===== src/rtl/syscall_ctrl.sv =====
// Syscall service controller: print-hex with display handshake and hold, halt, and bad-code reporting.
// The CPU stalls while a print or halt is in progress. Every retired syscall pulses sys_ack.
//
// state    | meaning
// ---------+-----------------------------------------------------------
// IDLE     | waiting for syscall_req; unknown codes retire here directly
// OUT_WAIT | print argument offered on out_valid, waiting for out_ready
// HOLD     | display hold countdown before the print retires
// HALTED   | CPU halted; only reset leaves this state
module syscall_ctrl #(
    parameter logic [7:0]  PRINT_CODE  = 8'd1,
    parameter logic [7:0]  HALT_CODE   = 8'd10,
    parameter int unsigned HOLD_CYCLES = 4
) (
    input  logic        clk,
    input  logic        rst_n,
    input  logic        syscall_req,
    input  logic [7:0]  v0,
    input  logic [31:0] a0,
    input  logic        out_ready,
    output logic        out_valid,
    output logic [31:0] hex_out,
    output logic        stall,
    output logic        sys_ack,
    output logic        halt,
    output logic        bad_code,
    output logic [15:0] sys_count
);

    typedef enum logic [1:0] {
        IDLE     = 2'd0,
        OUT_WAIT = 2'd1,
        HOLD     = 2'd2,
        HALTED   = 2'd3
    } state_e;

    localparam logic [7:0] HOLD_LOAD = 8'(HOLD_CYCLES - 1);

    state_e      state_q, state_d;
    logic [31:0] arg_q, arg_d;
    logic [31:0] hex_q, hex_d;
    logic [7:0]  cnt_q, cnt_d;
    logic        ack_q, ack_d;
    logic        bad_q, bad_d;
    logic [15:0] count_q, count_d;

    logic is_print;
    logic is_halt;

    // Print is decoded first so it wins when both codes are equal.
    assign is_print = (v0 == PRINT_CODE);
    assign is_halt  = (v0 == HALT_CODE) && !is_print;

    always_comb begin
        state_d = state_q;
        arg_d   = arg_q;
        hex_d   = hex_q;
        cnt_d   = cnt_q;
        ack_d   = 1'b0;
        bad_d   = 1'b0;
        case (state_q)
            IDLE: begin
                if (syscall_req) begin
                    if (is_print) begin
                        arg_d   = a0;
                        state_d = OUT_WAIT;
                    end else if (is_halt) begin
                        ack_d   = 1'b1;
                        state_d = HALTED;
                    end else begin
                        ack_d = 1'b1;
                        bad_d = 1'b1;
                    end
                end
            end
            OUT_WAIT: begin
                if (out_ready) begin
                    hex_d   = arg_q;
                    cnt_d   = HOLD_LOAD;
                    state_d = HOLD;
                end
            end
            HOLD: begin
                if (cnt_q == 8'd0) begin
                    ack_d   = 1'b1;
                    state_d = IDLE;
                end else begin
                    cnt_d = cnt_q - 8'd1;
                end
            end
            HALTED: begin
                state_d = HALTED;
            end
            default: begin
                state_d = IDLE;
            end
        endcase

        count_d = count_q;
        if (ack_d && (count_q != 16'hFFFF)) begin
            count_d = count_q + 16'd1;
        end
    end

    always_ff @(posedge clk or negedge rst_n) begin
        if (!rst_n) begin
            state_q <= IDLE;
            arg_q   <= 32'd0;
            hex_q   <= 32'd0;
            cnt_q   <= 8'd0;
            ack_q   <= 1'b0;
            bad_q   <= 1'b0;
            count_q <= 16'd0;
        end else begin
            state_q <= state_d;
            arg_q   <= arg_d;
            hex_q   <= hex_d;
            cnt_q   <= cnt_d;
            ack_q   <= ack_d;
            bad_q   <= bad_d;
            count_q <= count_d;
        end
    end

    // The request cycle must already freeze the PC, so stall looks at the inputs while IDLE.
    assign stall = rst_n && ((state_q != IDLE) || (syscall_req && (is_print || is_halt)));

    assign out_valid = (state_q == OUT_WAIT);
    assign halt      = (state_q == HALTED);
    assign hex_out   = hex_q;
    assign sys_ack   = ack_q;
    assign bad_code  = bad_q;
    assign sys_count = count_q;

endmodule


===== config.mk =====
export PLATFORM = sky130hd
export DESIGN_NAME = syscall_ctrl
export DESIGN_NICKNAME = d
export VERILOG_FILES = /design/src/rtl/syscall_ctrl.sv
export SDC_FILE = /design/constraint.sdc
export NUM_CORES = 1
export LEC_CHECK = 0
export ABC_AREA = 1
export CAP_MARGIN = 40
export CORE_MARGIN = 8
export CORE_UTILIZATION = 30
export CTS_CLUSTER_DIAMETER = 60
export CTS_CLUSTER_SIZE = 14
export DETAILED_ROUTE_END_ITERATION = 10
export PLACE_DENSITY = 0.6
export SYNTH_ARGS = -nofsm -noshare
export SYNTH_HDL_FRONTEND = slang
export SYNTH_SLANG_ARGS = --single-unit

===== constraint.sdc =====
create_clock -name clk -period 4.38 [get_ports clk]
set_clock_uncertainty 0.1 [all_clocks]
set_input_delay 1.095 -clock clk [delete_from_list [all_inputs] [get_ports clk]]
set_output_delay 1.095 -clock clk [all_outputs]
set_load 0.01 [all_outputs]

* Yosys cells after proc, flatten, opt, wreduce, memory -nomap -nowiden
Cells that the tools add are included.
Widths: inputs -> output; s select.
** Word-level totals
- Register bits after elaboration :: 92
- Latch bits :: 0
- Bits in writable memories :: 0
- ROM bits :: 0
- Input port bits :: 44
- Output and inout port bits :: 53
- Logic and storage cells :: 52
- Memories kept :: 0
** Cells by class
- $add $sub $neg :: 2
- Multipliers :: 0
- Divide/modulo/power cells :: 0
- $lt $le $gt $ge :: 0
- Equal/unequal tests :: 11
- Shifts and indexed selects :: 0
- Muxes and demuxes :: 17
- Bitwise logic cells :: 0
- Reduce and logical (&&, ||, !) cells :: 15
** Operator list (number)
- $add 16x1->16 const B :: 1
- $mux 8 :: 2
- $ne 16x16->1 const B :: 1
- $pmux 8 s2 :: 1
- $mux 2 :: 5
- $eq 8x1->1 const B :: 1
- $eq 8x4->1 const B :: 1
- $logic_not 8->1 :: 1
- $ne 2x2->1 const B :: 4
- $pmux 2 s4 :: 1
- $sub 8x1->8 const B :: 1
- $mux 1 :: 7
- $reduce_and 3->1 :: 2
- $eq 2x2->1 const B :: 2
- $logic_and 1x1->1 :: 4
- $reduce_and 4->1 :: 1
- $reduce_bool 2->1 :: 2
- $ne 3x3->1 const B :: 1
- $eq 2x1->1 const B :: 1
- $logic_not 2->1 :: 1
- $logic_or 1x1->1 :: 2
- $pmux 1 s2 :: 1
- $reduce_and 2->1 :: 1
- $logic_not 1->1 :: 1

* Depth between registers and ports, before layout
Gate-level depths: netlist (run 1).
- Depth after elaboration :: 7
- Gate-level depth with buffers :: 11
- Gate-level depth less buffers :: 9

* Worst setup path before layout (run 1)
No wires, ideal clock.
- Kind :: input to output
- Start :: in v0[4]
- End :: out stall
- Arrival time :: 1.744 ns
- Required time :: 3.185 ns
- Slack :: 1.441 ns
- Stages :: 5
- Path buffers :: 0
- Cells stage by stage :: inv_1 > nand2_1 > nor2_4 > nand3_1 > a21boi_0
** On the way
- Longest elaborated chain between the ends :: 7
- Elaborated cells between the ends (all ways) :: 8
- Those cells by class :: eq/ne (2); reduce/logical (6)
** Ends and longest elaborated chain
- from (decl) :: RTL line 18 : input logic [7:0] v0,
- $eq 8x1->1 :: RTL line 51 : assign is_print = (v0 == PRINT_CODE);
- $logic_not 1->1 :: RTL line 52 : assign is_halt = (v0 == HALT_CODE) && !is_print;
- $logic_and 1x1->1 :: RTL line 52
- $logic_or 1x1->1 * :: RTL line 126 : assign stall = rst_n && ((state_q != IDLE) || (syscall_req && (is_print || is_halt)));
- $logic_and 1x1->1 * :: RTL line 126
- $logic_or 1x1->1 * :: RTL line 126
- $logic_and 1x1->1 * :: RTL line 126
- to (decl) :: RTL line 23 : output logic stall,
Every way passes the cells marked *; elsewhere a longest branch is shown, timed or not.

* Final worst setup path (run 1)
- Start :: in v0[0]
- End :: out stall
Same word-level chain as after synthesis.

==> results.txt, run 1 <==
Status -> complete, no violations
Syn. warnings -> 0
Cell Chain, Critical Path -> clkdlybuf4s50_1 -> inv_1 -> nor2_1 -> nand2_1 -> nand2_1 -> nand3_1 -> a21boi_0 -> clkdlybuf4s50_1
Postcts setup bufs -> 0
LEAKAGE -> 2.88 nW
Final WL -> 10.4 mm
Area growth, synth to finish -> 35.4%
Number of routed nets with antenna violations -> 0
Clock Latency Late Sink -> 340 ps
Wire per inst -> 13.2 um
Syn nets -> 561
Die Span Y -> 136 um
GRT met3 Usage -> 4.23%
Crit Path Class -> primary input to output port
Core area -> 0.0139 mm2
WP data arrival -> 2830 ps
Clk root buf -> clkbuf_16
Iteration-0 DRC Markers -> 111
Hold_ws -> 388 ps
Max Cap Viol -> 0
Die area -> 0.0184 mm2
Post-route setup slack -> 350 ps
Cell area after synthesis -> 0.00430 mm2
First-pass GRT wire length -> 17.5 mm
Pin count of the biggest net entering global routing -> 65
Die W -> 136 um
Diodes inserted -> 0
Startpoint type of the worst setup path -> primary input
Max_slew headroom -> 51.1%
Tot GR Track Use -> 11.8%
Setup slack at placement -> 388 ps
Drt first pass iters -> 4
Final setup viols -> 0
Vias in the first global route -> 3650
GRT met1 Usage -> 14.2%
Crit-path max FO -> 3
Initial Util -> 30.9%
Hold Violations, Final -> 0
DP Wirelength -> 7.54 mm
Setup TNS -> 0 ps
Tcrit/Tclk final -> 92.0%
Top Usage Layer GRT -> met2
CTS buffer count -> 9
Drt drc -> 0
CTS tree -> built
Seq/Total Area, Yosys -> 53.5%
# port buffers -> 96
Max Slew Vio Count -> 0
Met2 usage -> 18.4%
Vias per std cell -> 4.51
#FFs+latches synth -> 92
Crit path time final -> 4030 ps
Crit end category -> output port
Slowest cell on crit path -> clkdlybuf4s50_1
Vias -> 3567
Cell variety after synth -> 31
Fmax -> 248 MHz
Nets -> 657
R2R Setup Slk -> 2250 ps
Worst Hold Class -> register to register
Fin util -> 41.8%
Clock tree buffer depth -> 2
Initial antenna violation count -> 0
I/O pin cnt -> 97
Pwr dens -> 560 mW/mm2
Row count -> 43
Num Clock Sinks -> 92
Worst vdd ir -> 0.212 mV
Syn Inst Count -> 510
RePlAce Congestion -> 0.863
Mean Syn Cell Area -> 8.43 um2
Slew of the pin with the lowest slew margin -> 733 ps
Share of layout cells above drive strength 1 -> 8.18%
WP data required -> 3180 ps
CTS hold repair buffers -> 0
GRT Residual Overflow -> 0
Slowest stage delay, CP -> 580 ps
H-tree levels -> 3
Cts repair resizes -> 0
Worst-path clk slew -> 70 ps
Unrepaired setup endpoints after global routing -> no
[layout by cell type (no fill, tap or decap), drive strengths merged]
master	n
nand2	145
xor2	6
nor3	1
buf	5
nor2	51
o21ai	43
inv	76
ha	7
dfrtp	92
clkinv	1
mux2	11
nand3b	2
bufinv	3
clkdlybuf4s50	95
o22ai	1
nand3	25
a21boi	1
clkbuf	10
a21oi	25
xnor2	4
nand4	7
[kinds of logic after synthesis]
| kind of cell | count (synthesis) | synth area share, % |
|---|---|---|
| buffers and inverters | 89 | 8.17 |
| flip-flops | 92 | 53.5 |
| multiplexers | 11 | 2.88 |
| adder cells (fa/ha/maj) | 7 | 2.04 |
| XOR/XNOR | 10 | 2.04 |
| AND/OR/NAND/NOR | 231 | 23.0 |
| AO/OA/AOI/OAI | 70 | 8.32 |
[power breakdown]
group	internal [mW]	switching (mW)	total (mW)
combinational	0.522	0.627	1.15
sequential	1.04	0.143	1.18
clock	0.581	0.350	0.930
total	2.14	1.12	3.26
[sequential cells by signal, indices dropped and copies added, names as in the netlist]
name       count
hex_out       32
state_q        2
sys_ack        1
sys_count     16
arg_q         32
bad_code       1
cnt_q          8
[synthesized netlist by cell type]
cell type	number	area share (%)
mux2_2	11	2.9
nor2_1	46	4.0
nand3_2	2	0.47
nor2_4	3	0.79
o22ai_1	1	0.15
buf_6	1	0.26
nand4_2	1	0.29
buf_4	1	0.17
inv_1	69	6.0
ha_1	7	2.0
nand2_1	143	12
nor3_1	1	0.12
nand3b_1	2	0.35
a21boi_0	1	0.17
nor2_2	2	0.29
a21oi_1	24	2.8
nand3_1	22	2.6
nand3_4	1	0.41
a21oi_2	1	0.20
clkbuf_2	1	0.12
nand2_4	1	0.26
dfrtp_1	92	54
clkbuf_1	8	0.70
xnor2_1	4	0.81
xor2_1	6	1.2
nand2_2	1	0.15
o21ai_0	27	3.1
nand4_1	6	0.87
inv_2	5	0.44
buf_2	4	0.47
o21ai_1	16	1.9
[critical path: cells and delay by family]
family | cells | cell delay [ps]
and+or+nand+nor | 4 | 390
AOI/OAI and AO/OA | 1 | 200
buffers and inverters | 3 | 1150
[final cells by class]
type	instances	area (um2)
clock inverters	6	119
clock buffers	10	239
well taps	180	225
flip-flops and latches	92	2300
fillers	1397	8110
multi-input cells	329	1660
inverters	74	278
repair buffers	100	1000
[stage by stage]
step | cells | power, mW | cell area [um2]
2_1_floorplan | 510 | 1.82 | 4300
3_3_place_gp | 774 | 2.31 | 5450
3_5_place_dp | 775 | 2.36 | 5470
4_1_cts | 791 | 3.31 | 5820
5_1_grt | 791 | 3.49 | 5820
6_report | 791 | 3.26 | 5820
[worst paths after layout]
path / from / endpoint / cells past startpoint
min in group asynchronous: rst_n / sys_count[11] / 2
worst max register to register: state_q[1] / sys_count[4] / 9
worst max-delay path: v0[0] / stall / 8
max in group asynchronous: rst_n / bad_code / 3
worst min register to register: arg_q[4] / arg_q[4] / 2
worst min-delay path: arg_q[4] / arg_q[4] / 2
[metal layers]
| metal | share of wire, % | wire [um] |
|---|---|---|
| met2 | 45 | 4690 |
| met1 | 46 | 4770 |
| met5 | 0 | 0 |
| met3 | 7.5 | 781 |
| met4 | 2.0 | 212 |
Note: power is estimated with default switching activity, not from simulation.
==> run 2: changes to the inputs <==
CAP_MARGIN = 30   (was 40)
==> run 2 against run 1 <==
  * Non-clock buffer count stayed put
  * Hold slack barely moved
  * First-iteration DRC count up 34%
  * Via count down 0.25%
  * Sequential cell count did not move
  * Sequential power hardly changed
  * Combinational power hardly changed
  * Routed wire length is 0.79% lower
==> results.txt, run 2 (synthesis results as in run 1) <==
Tcrit/Tclk final -> 91.6% (-0.38 points)
Number of routed nets with antenna violations -> 0 (unchanged)
Clk network pwr share -> 28.5% (about the same)
Max Cap Viol -> 0 (unchanged)
GRT Residual Overflow -> 0 (unchanged)
Crit-path max FO -> 3 (unchanged)
Final WL -> 10.4 mm (-0.79%)
Vias in the first global route -> 3615 (-0.96%)
Area growth, synth to finish -> 35.4% (unchanged)
Share of layout cells above drive strength 1 -> 8.18% (unchanged)
Die area -> 0.0184 mm2 (unchanged)
Max_slew headroom -> 52.2% (+1.0 points)
Crit Path Class -> primary input to output port
CTS hold repair buffers -> 0 (unchanged)
Post-route setup slack -> 367 ps (+16.7 ps)
Gate power share -> 35.2% (about the same)
Vias -> 3558 (-0.25%)
WP data arrival -> 2820 ps (about the same)
Status -> complete, no violations
Row count -> 43 (unchanged)
CTS tree -> built
Wire per inst -> 13.1 um (-0.79%)
FF+latch area -> 0.00230 mm2 (unchanged)
Clock Latency Late Sink -> 340 ps (about the same)
Die W -> 136 um (unchanged)
Fin cells -> 791 (unchanged)
Drt drc -> 0 (unchanged)
Startpoint type of the worst setup path -> primary input
Commonest non-fill, non-tap cell in the layout -> nand2_1
RePlAce Congestion -> 0.863 (unchanged)
Nets -> 657 (unchanged)
Filler instances -> 1379 (-1.3%)
Die Span Y -> 136 um (unchanged)
Internal power -> 2.14 mW (about the same)
Postcts setup bufs -> 0 (unchanged)
H-tree levels -> 3 (unchanged)
Unrepaired setup endpoints after global routing -> no
Crit end category -> output port
Sw frac -> 34.2% (-0.14 points)
Clock tree buffer depth -> 2 (unchanged)
DP Wirelength -> 7.37 mm (-2.3%)
Crit path time final -> 4010 ps (-16.7 ps)
Diodes inserted -> 0 (unchanged)
Pin count of the biggest net entering global routing -> 65 (unchanged)
# port buffers -> 96 (unchanged)
Final setup viols -> 0 (unchanged)
Num Clock Sinks -> 92 (unchanged)
Switching Power -> 1.11 mW (-0.62%)
WP data required -> 3180 ps (about the same)
Setup slack at placement -> 400 ps (+11.8 ps)
First-pass GRT wire length -> 17.3 mm (-1.3%)
Fmax -> 249 MHz (+0.42%)
Setup TNS -> 0 ps (unchanged)
Pwr dens -> 559 mW/mm2 (-0.21%)
Initial Util -> 30.9% (unchanged)
Vias per std cell -> 4.50 (-0.25%)
Footprint of the multi-input gates -> 0.00166 mm2 (unchanged)
Hold Violations, Final -> 0 (unchanged)
Clk root buf -> clkbuf_16
LEAKAGE -> 2.88 nW (unchanged)
Worst-path clk slew -> 70 ps (about the same)
Tot GR Track Use -> 11.6% (-0.24 points)
Most frequent cells in the layout -> 142 x nand2_1, 95 x clkdlybuf4s50_1, 92 x dfrtp_1
Drt first pass iters -> 4 (unchanged)
Worst Hold Class -> register to register
Core area -> 0.0139 mm2 (unchanged)
I/O pin cnt -> 97 (unchanged)
Worst vdd ir -> 0.235 mV (+11%)
Design Area, Final -> 0.00582 mm2 (unchanged)
Dpl cells -> 774 (-0.13%)
CTS buffer count -> 9 (unchanged)
Cts repair resizes -> 0 (unchanged)
Placed Instance Area -> 0.00545 mm2 (-0.37%)
Share of power burned in registers -> 36.3% (about the same)
Slew of the pin with the lowest slew margin -> 717 ps (-15.5 ps)
Initial antenna violation count -> 0 (unchanged)
Iteration-0 DRC Markers -> 149 (+34%)
Max Slew Vio Count -> 0 (unchanged)
==> run 2: cell counts in the layout (fill, tap and decap cells not counted) <==
No cell type changed its count.
==> run 2: final cells by class <==
| type | count | share of cell area [%] |
|---|---|---|
| tap | 180 | 3.87 |
| timing repair buffer | 100 | 17.2 |
| inverter | 74 | 4.77 |
| multi-input combinational | 329 | 28.5 |
| clock inverter | 6 | 2.04 |
| sequential | 92 | 39.5 |
| clock buffer | 10 | 4.10 |
==> run 2: worst paths after layout <==
path | startpoint | to | slack [ps] | cells past startpoint
worst min register to register | hex_out[25] | hex_out[25] | 390 | 2
min in group asynchronous | rst_n | sys_count[11] | 710 | 2
worst max register to register | state_q[0] | sys_count[11] | 2270 | 9
worst max-delay path | v0[0] | stall | 370 | 8
max in group asynchronous | rst_n | arg_q[1] | 2380 | 3
worst min-delay path | hex_out[25] | hex_out[25] | 390 | 2
==> run 2: worst max-delay path, stage by stage <==
cell	delay [ps]
clkdlybuf4s50_1	510
inv_1	60
nor2_1	100
nand2_1	60
nand2_1	110
nand3_1	110
a21boi_0	190
clkdlybuf4s50_1	580
==> run 2: stage by stage <==
stage,hold slack [ps],utilization (%),power (mW)
3_5_place_dp,378,39.1,2.35
2_1_floorplan,355,-,1.82
6_report,388,41.8,3.25
3_3_place_gp,368,39.1,2.31
5_1_grt,410,41.8,3.49
4_1_cts,392,41.6,3.30
==> run 2: per-layer routing <==
| layer | wire length [um] | global-route usage [%] |
|---|---|---|
| met1 | 4760 | 14.0 |
| met2 | 4690 | 18.5 |
| met3 | 805 | 4.82 |
| met4 | 105 | 3.52 |
| met5 | 0 | 0 |
==> run 2: power groups by stage <==
stage                     Sequential [mW]  Clock, mW  Combinational [mW]
after floorplan                      1.23          0               0.591
after global placement               1.19          0                1.12
after detailed placement             1.19          0                1.15
after CTS                            1.18      0.958                1.16
after global routing                 1.20      0.995                1.29
final                                1.18      0.927                1.15
==> run 3: changes to the inputs <==
PLACE_DENSITY = 0.62   (was 0.6)
clock period = 3.4 ns   (was 4.38 ns; I/O delays follow)
==> run 3 against run 2 <==
  * Non-clock buffer count rose by 4
  * Critical path type unchanged
  * Combinational power rose by 27%
  * Power rose by 23%
  * Largest power group unchanged
  * Count of clock-buffer cells in the layout fell by 1
  * Register-to-register slack got worse by 930 ps
  * Sequential power rose by 29%
  * Global-route usage rose by 0.42 points
  * Routed wire length rose by 0.57%
  * Critical path depth did not move
==> results.txt, run 3 (synthesis results as in run 1) <==
Fin util -> 41.6% (-0.22 points)
R2r endpoint -> sys_count[10]
FF-to-FF path depth -> 9 (unchanged)
Max Slew Vio Count -> 0 (unchanged)
Drt first pass iters -> 5 (+1)
Number of routed nets with antenna violations -> 0 (unchanged)
Wire per inst -> 13.1 um (about the same)
CTS tree -> built
Drt drc -> 0 (unchanged)
Initial Util -> 30.9% (unchanged)
Core area -> 0.0139 mm2 (unchanged)
Area growth, synth to finish -> 34.6%
Iteration-0 DRC Markers -> 170 (+14%)
CTS buffer count -> 9 (unchanged)
Reg2reg start -> state_q[1]
Die Span Y -> 136 um (unchanged)
Hold Violations, Final -> 0 (unchanged)
Clock tree buffer depth -> 2 (unchanged)
Nets -> 661 (+0.61%)
Crit end category -> output port
Most frequent cells in the layout -> 142 x nand2_1, 94 x clkdlybuf4s50_1, 92 x dfrtp_1
WP data arrival -> 2250 ps (-570 ps)
Pin count of the biggest net entering global routing -> 66 (+1.5%)
Status -> complete, no violations
Filler instances -> 1379 (unchanged)
Pwr dens -> 693 mW/mm2 (+24%)
DP Wirelength -> 7.55 mm (+2.4%)
LEAKAGE -> 2.88 nW (-0.12%)
Tcrit/Tclk final -> 94.1%
Vias per std cell -> 4.52 (+0.53%)
Unrepaired setup endpoints after global routing -> no
Clk root buf -> clkbuf_16
RePlAce Congestion -> 0.876 (+1.5%)
Hold Path Stages -> 2 (unchanged)
Startpoint type of the worst setup path -> primary input
Worst vdd ir -> 0.360 mV (+53%)
Hold Startpoint -> hex_out[22]
Post-route setup slack -> 201 ps (-166 ps)
GRT Residual Overflow -> 0 (unchanged)
Diodes inserted -> 0 (unchanged)
Fmax -> 313 MHz
Postcts setup bufs -> 0 (unchanged)
Die area -> 0.0184 mm2 (unchanged)
Commonest non-fill, non-tap cell in the layout -> nand2_1
Vias -> 3595 (+1.0%)
Hold_ws -> 387 ps (-0.990 ps)
WP data required -> 2450 ps (-730 ps)
Placed Instance Area -> 0.00549 mm2 (+0.76%)
Vias in the first global route -> 3672 (+1.6%)
H-tree levels -> 3 (unchanged)
Final WL -> 10.4 mm (+0.57%)
Hold Crit Endpoint -> hex_out[22]
# port buffers -> 96 (unchanged)
Final setup viols -> 0 (unchanged)
Power Total -> 4.01 mW (+23%)
Crit path time final -> 3200 ps
Worst Hold Class -> register to register
First-pass GRT wire length -> 17.9 mm (+3.7%)
Initial antenna violation count -> 0 (unchanged)
Design Area, Final -> 0.00579 mm2 (-0.54%)
Tot GR Track Use -> 12.0% (+0.42 points)
Share of layout cells above drive strength 1 -> 8.78% (+0.60 points)
Row count -> 43 (unchanged)
Num Clock Sinks -> 92 (unchanged)
I/O pin cnt -> 97 (unchanged)
Clock Latency Late Sink -> 350 ps (about the same)
R2R Setup Slk -> 1340 ps (-930 ps)
Max_slew headroom -> 44.8% (-7.4 points)
Crit-path max FO -> 3 (unchanged)
Crit Path Class -> primary input to output port
Worst-path clk slew -> 70 ps (about the same)
Die W -> 136 um (unchanged)
Setup slack at placement -> -70.7 ps (-471 ps)
Max Cap Viol -> 0 (unchanged)
Slew of the pin with the lowest slew margin -> 828 ps (+110 ps)
## run 3: per-stage QoR
| stage | cells | TNS, ps |
|---|---|---|
| final | 795 | 0 |
| after global routing | 795 | 0 |
| after CTS | 795 | 0 |
| after detailed placement | 779 | -70.7 |
| after global placement | 779 | 0 |
| after floorplan | 510 | 0 |
## run 3: final cells by class
cell class              instances  area, um2  area share [%]
flip-flops and latches         92       2300            39.7
multi-input cells             329       1650            28.5
clock inverters                 7       81.3            1.40
clock buffers                   9        225            3.89
repair buffers                104       1030            17.8
inverters                      74        278            4.80
well taps                     180        225            3.89
## run 3: what timing repair did
action                                  CTS  global route
endpoints found under the setup margin    1             0
hold buffers                              0             0
endpoints found under the hold margin     0             0
gates resized for setup                   1             0
## run 3: how the worst max path moves through the flow
stage / start / cells after the start / slack [ps] / endpoint
global route: v0[0] / 8 / 130 / stall
floorplan: v0[4] / 5 / 950 / stall
global placement: v0[0] / 8 / 40 / stall
detailed placement: v0[0] / 8 / -70 / stall
CTS: v0[0] / 8 / 210 / stall
finish: v0[0] / 8 / 200 / stall
## run 3: critical path: stages
cell	delay, ps
clkdlybuf4s50_1	510
inv_1	50
nor2_1	90
nand2_1	50
nand2_1	80
nand3_1	100
a21boi_0	220
dlygate4sd2_1	300
## run 3: per-layer routing
metal	global-route usage (%)	vias to the layer above	wire, um	part of all wire [%]
li1	-	1788	-	-
met1	14.4	1701	4660	45
met2	19.1	97	4790	46
met3	5.38	9	862	8.3
met4	3.58	0	114	1.1
met5	0	-	0	0
## run 3: report_power, final
part	leakage (nW)	switching, mW	internal, mW	total, mW
clock network	0.152	0.457	0.582	1.04
logic	1.62	0.794	0.665	1.46
registers	1.11	0.177	1.34	1.52
total	2.88	1.43	2.59	4.01
